$ cat config.mk
export PLATFORM = sky130hd
export DESIGN_NAME = vga_timing_gen
export DESIGN_NICKNAME = d
export VERILOG_FILES = /design/src/rtl/vga_timing_gen.sv
export SDC_FILE = /design/constraint.sdc
export NUM_CORES = 1
export LEC_CHECK = 0
export CAP_MARGIN = 20
export CORE_MARGIN = 2
export CORE_UTILIZATION = 35
export CTS_CLUSTER_DIAMETER = 50
export CTS_CLUSTER_SIZE = 24
export DETAILED_ROUTE_END_ITERATION = 16
export HOLD_SLACK_MARGIN = 0.12
export PLACE_DENSITY = 0.64
export SLEW_MARGIN = 20
export SYNTH_ARGS = -nofsm -noshare
export SYNTH_HDL_FRONTEND = slang
export SYNTH_SLANG_ARGS = --single-unit
$ cat constraint.sdc
create_clock -name vga_clk -period 2.3 [get_ports vga_clk]
set_input_delay 0.69 -clock vga_clk [delete_from_list [all_inputs] [get_ports vga_clk]]
set_output_delay 0.69 -clock vga_clk [all_outputs]
set_load 0.02 [all_outputs]
$ cat src/rtl/vga_timing_gen.sv
// 640x480@60 VGA raster timing: pixel counters, visible flag,
// delayed active-low syncs and line/frame markers.
module vga_timing_gen #(
  parameter int H_VISIBLE  = 640,
  parameter int H_FP       = 16,
  parameter int H_SYNC     = 96,
  parameter int H_BP       = 48,
  parameter int V_VISIBLE  = 480,
  parameter int V_FP       = 10,
  parameter int V_SYNC     = 2,
  parameter int V_BP       = 33,
  parameter int SYNC_DELAY = 1
) (
  input  logic       vga_clk,
  input  logic       reset_n,
  output logic [9:0] DrawX,
  output logic [9:0] DrawY,
  output logic       blank,
  output logic       hs,
  output logic       vs,
  output logic       line_start,
  output logic       frame_start,
  output logic [7:0] frame_cnt
);

  localparam int H_TOTAL = H_VISIBLE + H_FP + H_SYNC + H_BP;
  localparam int V_TOTAL = V_VISIBLE + V_FP + V_SYNC + V_BP;

  // 11-bit bounds so a limit of exactly 1024 still compares correctly
  localparam logic [10:0] H_MAX  = 11'(H_TOTAL - 1);
  localparam logic [10:0] V_MAX  = 11'(V_TOTAL - 1);
  localparam logic [10:0] H_VIS  = 11'(H_VISIBLE);
  localparam logic [10:0] V_VIS  = 11'(V_VISIBLE);
  localparam logic [10:0] HS_BEG = 11'(H_VISIBLE + H_FP);
  localparam logic [10:0] HS_END = 11'(H_VISIBLE + H_FP + H_SYNC);
  localparam logic [10:0] VS_BEG = 11'(V_VISIBLE + V_FP);
  localparam logic [10:0] VS_END = 11'(V_VISIBLE + V_FP + V_SYNC);

  generate
    if (H_TOTAL > 1024 || V_TOTAL > 1024 ||
        SYNC_DELAY > 4 || SYNC_DELAY < 0) begin : g_bad_cfg
      $fatal(1, "vga_timing_gen: unsupported parameters");
    end
  endgenerate

  logic [9:0]  r_x;
  logic [9:0]  r_y;
  logic [7:0]  r_fc;
  logic [10:0] w_x;
  logic [10:0] w_y;
  logic        w_hs_raw;
  logic        w_vs_raw;

  assign w_x = {1'b0, r_x};
  assign w_y = {1'b0, r_y};

  always_ff @(posedge vga_clk or negedge reset_n) begin
    if (!reset_n) begin
      r_x  <= '0;
      r_y  <= '0;
      r_fc <= '0;
    end else if (w_x == H_MAX) begin
      r_x <= '0;
      if (w_y == V_MAX) begin
        r_y  <= '0;
        r_fc <= r_fc + 8'd1;
      end else begin
        r_y <= r_y + 10'd1;
      end
    end else begin
      r_x <= r_x + 10'd1;
    end
  end

  assign w_hs_raw = !((w_x >= HS_BEG) && (w_x < HS_END));
  assign w_vs_raw = !((w_y >= VS_BEG) && (w_y < VS_END));

  generate
    if (SYNC_DELAY == 0) begin : g_nodly
      assign hs = w_hs_raw;
      assign vs = w_vs_raw;
    end else begin : g_dly
      logic [SYNC_DELAY-1:0] r_hs_d;
      logic [SYNC_DELAY-1:0] r_vs_d;

      always_ff @(posedge vga_clk or negedge reset_n) begin
        if (!reset_n) begin
          r_hs_d <= '1;
          r_vs_d <= '1;
        end else begin
          r_hs_d[0] <= w_hs_raw;
          r_vs_d[0] <= w_vs_raw;
          for (int i = 1; i < SYNC_DELAY; i++) begin
            r_hs_d[i] <= r_hs_d[i-1];
            r_vs_d[i] <= r_vs_d[i-1];
          end
        end
      end

      assign hs = r_hs_d[SYNC_DELAY-1];
      assign vs = r_vs_d[SYNC_DELAY-1];
    end
  endgenerate

  assign DrawX       = r_x;
  assign DrawY       = r_y;
  assign frame_cnt   = r_fc;
  assign blank       = (w_x < H_VIS) && (w_y < V_VIS);
  assign line_start  = (r_x == 10'd0);
  assign frame_start = (r_x == 10'd0) && (r_y == 10'd0);

endmodule
After elaboration in Yosys (flattened, before gate mapping)
Cells that the tools add are included.
{"block": "op_classes", "add_sub_neg": 3, "n_lt_le_gt_ge": 6, "n_eq_ne": 2, "muxes": 2, "n_reduce_logical": 9}
{"operator": "adder 10 x 1 -> 10 bit, second input constant", "count": 2}
{"operator": "== test 10 bit, second input constant", "count": 2}
{"operator": "logical NOT 10 bit", "count": 2}
{"operator": "< comparator 10 bit, second input constant", "count": 2}
{"operator": "< comparator 10 x 9 -> 1 bit, second input constant", "count": 2}
{"operator": "two-way mux 10 bit", "count": 2}
{"operator": "greater-or-equal comparator 10 bit, second input constant", "count": 1}
{"operator": "greater-or-equal comparator 10 x 9 -> 1 bit, second input constant", "count": 1}
{"operator": "adder 8 x 1 -> 8 bit, second input constant", "count": 1}
{"operator": "logical AND 1 bit", "count": 4}
{"operator": "logical NOT 1 bit", "count": 2}
{"operator": "AND reduction 2 bit", "count": 1}
{"block": "word_totals", "register_bits": 30, "in_bits": 2, "output_inout_bits": 33, "wordCells": 27}

Depth between registers and ports, before layout
{"block": "depth", "ltp_word": 3, "mapped_depth": 7, "mapped_depth_nobuf": 7}

Least setup slack after synthesis
OpenSTA, ideal clock, no wires.
{"block": "synth_timing", "path_type": "reg-to-output", "from": "register r_x[4] (netlist: DrawX[4])", "to": "output port frame_start", "arrival_ns": 2.257, "t_required_ns": 1.610, "path_slack_ns": -0.647, "stages_incl_launch_ff": 5, "n_path_buf": 1, "cell_sequence": "dfrtp_1 > buf_2 > or4_1 > nor4_1 > and3_1"}
{"block": "synth_between", "elab_chain_cells": 2}
{"element": "start: declaration", "line_no": "46", "source": "logic [9:0] r_x;"}
{"element": "start signal: assignment", "line_no": "71", "source": "r_x <= r_x + 10'd1;"}
{"element": "logical NOT 10 bit"}
{"element": "named net line_start", "line_no": "21", "source": "output logic line_start,"}
{"element": "logical AND 1 bit", "line_no": "110", "source": "assign frame_start = (r_x == 10'd0) && (r_y == 10'd0);"}
{"element": "end: declaration", "line_no": "22", "source": "output logic frame_start,"}
The timed path passes the listed nets, and every way through them passes these cells.

Worst setup path after layout
{"block": "layout_timing", "from": "register r_x[4] (netlist: DrawX[4])", "to": "output port frame_start"}
{"block": "layout_between", "elab_chain_cells": 2}
{"element": "logical NOT 10 bit", "line_no": "110"}
{"element": "logical AND 1 bit", "line_no": "110"}
No other way between the ends.

==> reports/summary.txt <==
number of distinct library cells after synthesis - 35
Die ar. - 4890 um^2
worst hold path class - reg -> reg
CTS tree - built
remaining antenna violation count - 0
most instantiated library cell after synthesis - sky130_fd_sc_hd__dfrtp_1
Crit Path Class - reg -> out
Ports - 35
Initial Util - 0.373
proportion of synthesized area in mux cells - 0.0148
non-filler cells, final - 264
PnR worst setup slack - -128 ps
Critical Path End Type - output port
count of endpoints failing setup in the final report - 2
largest cells by area after synthesis - sky130_fd_sc_hd__dfrtp_1 (46%), sky130_fd_sc_hd__xnor2_1 (5.2%), sky130_fd_sc_hd__xor2_1 (5.2%)
final hold violation count - 0
transition time at the pin with the least slew margin - 392 ps
ANT cells - 0
CP cell instances - or4_4, nor4_4, and3_4, buf_6
Synth async-reset ratio - 1.00
Pins Over Slew Limit - 0
maximum number of pins on one net before global-route repair - 31
core outline area - 4090 um^2
largest clock skew in the final design - 3.31 ps
post-synthesis net count - 154
slew margin rel. - 0.739
routed wire length - 3720 um
clock tree buffer depth - 2
average footprint of a synthesized cell - 10.4 um^2
Placement Cell Area - 2150 um^2
area share of the leading cell type in the synthesized netlist - 0.460
clock network latency to the later pin of the worst-skew pair - 280 ps
Worst path slowest cell - sky130_fd_sc_hd__or4_4
Final nets - 221
data arrival at the endpoint of the critical path - 1740 ps
aggregate negative setup slack - -176 ps
number of buffers inserted for hold repair after clock tree synthesis - 0
synthesis-to-finish area growth - 47.8%
hold path depth - 1
hpwl dp - 2710 um
fraction of layout cells with a size suffix above 1 - 0.266
Post-Synth XOR/XNOR Area - 0.104
Netlist Area Pre-Place - 1520 um^2
largest fanout on the critical path - 2
detailed-route via count - 1307
global placement routability congestion - 0.804
R2R cell count - 6
total congestion overflow after global routing - 0
IO buf count - 34
cell count after placement - 255
Post-synth top flop - sky130_fd_sc_hd__dfrtp_1
number of max-cap violations - 0
total leakage power - 1.07 nW
largest area contributor in the synthesized netlist - sky130_fd_sc_hd__dfrtp_1
sequential fraction of the synthesis area - 0.495
detailed-route vias per instance - 4.95
Global Route Usage Sum - 0.164
complex-gate fraction of the synthesized area - 0.0559
final period utilization - 1.06
number of cells produced by synthesis - 146
area share of and/or/nand/nor cells after synthesis - 0.258
first-pass detailed-route iteration total - 4
wire length of the first global-routing pass - 6380 um
failing checks - negative setup slack
Slowest Stage Delay on Critical Path - 540 ps
setup repair after global routing missed its margin - yes
library cell used as clock root buffer - sky130_fd_sc_hd__clkbuf_8
most common library cells after synthesis - sky130_fd_sc_hd__dfrtp_1 (28), sky130_fd_sc_hd__nor2_1 (14), sky130_fd_sc_hd__nand2_1 (13)
highest clock rate - 0.412 GHz
required time of the critical path - 1610 ps
depth of the CTS H-tree - 2
clk sink count - 30
DRC marker count from the first detailed-route iteration - 42
initial antenna violation count - 0
clock slew seen by the registers of the worst setup and hold paths - 60 ps
Min Hold Slack - 466 ps
DIE HEIGHT - 70.0 um
count of synthesis-stage warnings from yosys - 0
power per cell area - 433 nW/um^2
DRC violations left - 0
adder and majority cell fraction of the synthesized area - 0.0493
vias in the first global route - 1339
post-route minimum period - 2430 ps
number of synthesized register bits - 30
Max IR drop VDD - 0.324 mV
Post-synth EDFFs - 0
detailed-route wire length per cell - 14.1 um
result of the run - finished, violations left
final instance area - 2250 um^2
dominant combinational cell family by area after synthesis - simple AND/OR/NAND/NOR gates
Worst Setup Slack post-DPL - -309 ps
number of placement rows - 23
Die X - 70.0 um
Startpoint Class - register
number of buffers inserted during clock tree synthesis - 5
registers in the layout, summed over array words and instances, names as in the netlist:
register and cells:
DrawX 10, DrawY 10, frame_cnt 8, hs 1, vs 1
cell type report:
class | instances | area (um^2)
clock buffer | 7 | 86.3
sequential | 30 | 757
multi-input combinational | 107 | 762
clock inverter | 1 | 5.00
fill | 359 | 1840
timing repair buffer | 63 | 556
tap | 50 | 62.6
inverter | 6 | 22.5
stage by stage:
step	utilization	power [W]
finish	0.551	0.000976
CTS	0.550	0.000989
global placement	0.526	0.000551
global route	0.551	0.00102
detailed placement	0.526	0.000551
floorplan	-	0.000538
path summary, 6_finish.rpt:
path                                    from           end  slack [ps]
worst max-delay path                DrawX[4]   frame_start        -130
worst min-delay path            frame_cnt[7]  frame_cnt[7]         470
worst max register to register      DrawX[5]      DrawY[6]         140
worst min register to register  frame_cnt[7]  frame_cnt[7]         470
max in group asynchronous            reset_n            hs        1180
min in group asynchronous            reset_n      DrawX[0]         800
layer usage:
metal  vias up  part of all wire  track usage
met5         -                 0            0
met4         0            0.0073       0.0705
met3         2             0.045       0.0491
met2        35              0.49        0.259
met1       633              0.46        0.208
li1        637                 -            -
report_power, final:
part           switching (W)  leakage, nW  internal [W]
registers                  0        0.394      0.000528
logic              0.0000103        0.625    0.00000259
clock network       0.000194       0.0482      0.000241
total               0.000204         1.07      0.000771
worst max-delay path, delay by kind of cell, from the launching register on:
kind | cells | cell delay (ps)
simple gates | 3 | 950
flops | 1 | 400
buf+inv | 1 | 110
repair_timing:
| item | CTS | global route |
|---|---|---|
| cloned | 0 | 0 |
| setup endpoints to repair | 3 | 3 |
| pin swaps | 3 | 2 |
| gates resized for setup | 17 | 1 |
| hold endpoints to repair | 0 | 0 |
| setup buffers | 1 | 0 |
cells in the final DEF (no fill, tap or decap), drive strengths merged, types with 2 or more instances in the layout:
cell type	instances
dfrtp	28
or4	2
mux2	2
or3	2
clkdlybuf4s50	31
o21a	2
xnor2	9
nand2	14
and3	4
nand3	12
nor4	2
nor3	6
buf	32
ha	6
inv	6
and2	2
clkbuf	7
xor2	9
o21ai	7
dfstp	2
nand4	5
nor2	14
cell families (layout without fill, tap and decap cells):
kind of cell,Yosys count,after routing
DFF,30,30
AOI/OAI and AO/OA,14,14
buffers and inverters,9,77
muxes,2,2
and+or+nand+nor,67,67
adders and majority gates,6,6
xor gates and xnor gates,18,18
No activity file was read; power rests on OpenSTA's default activity.
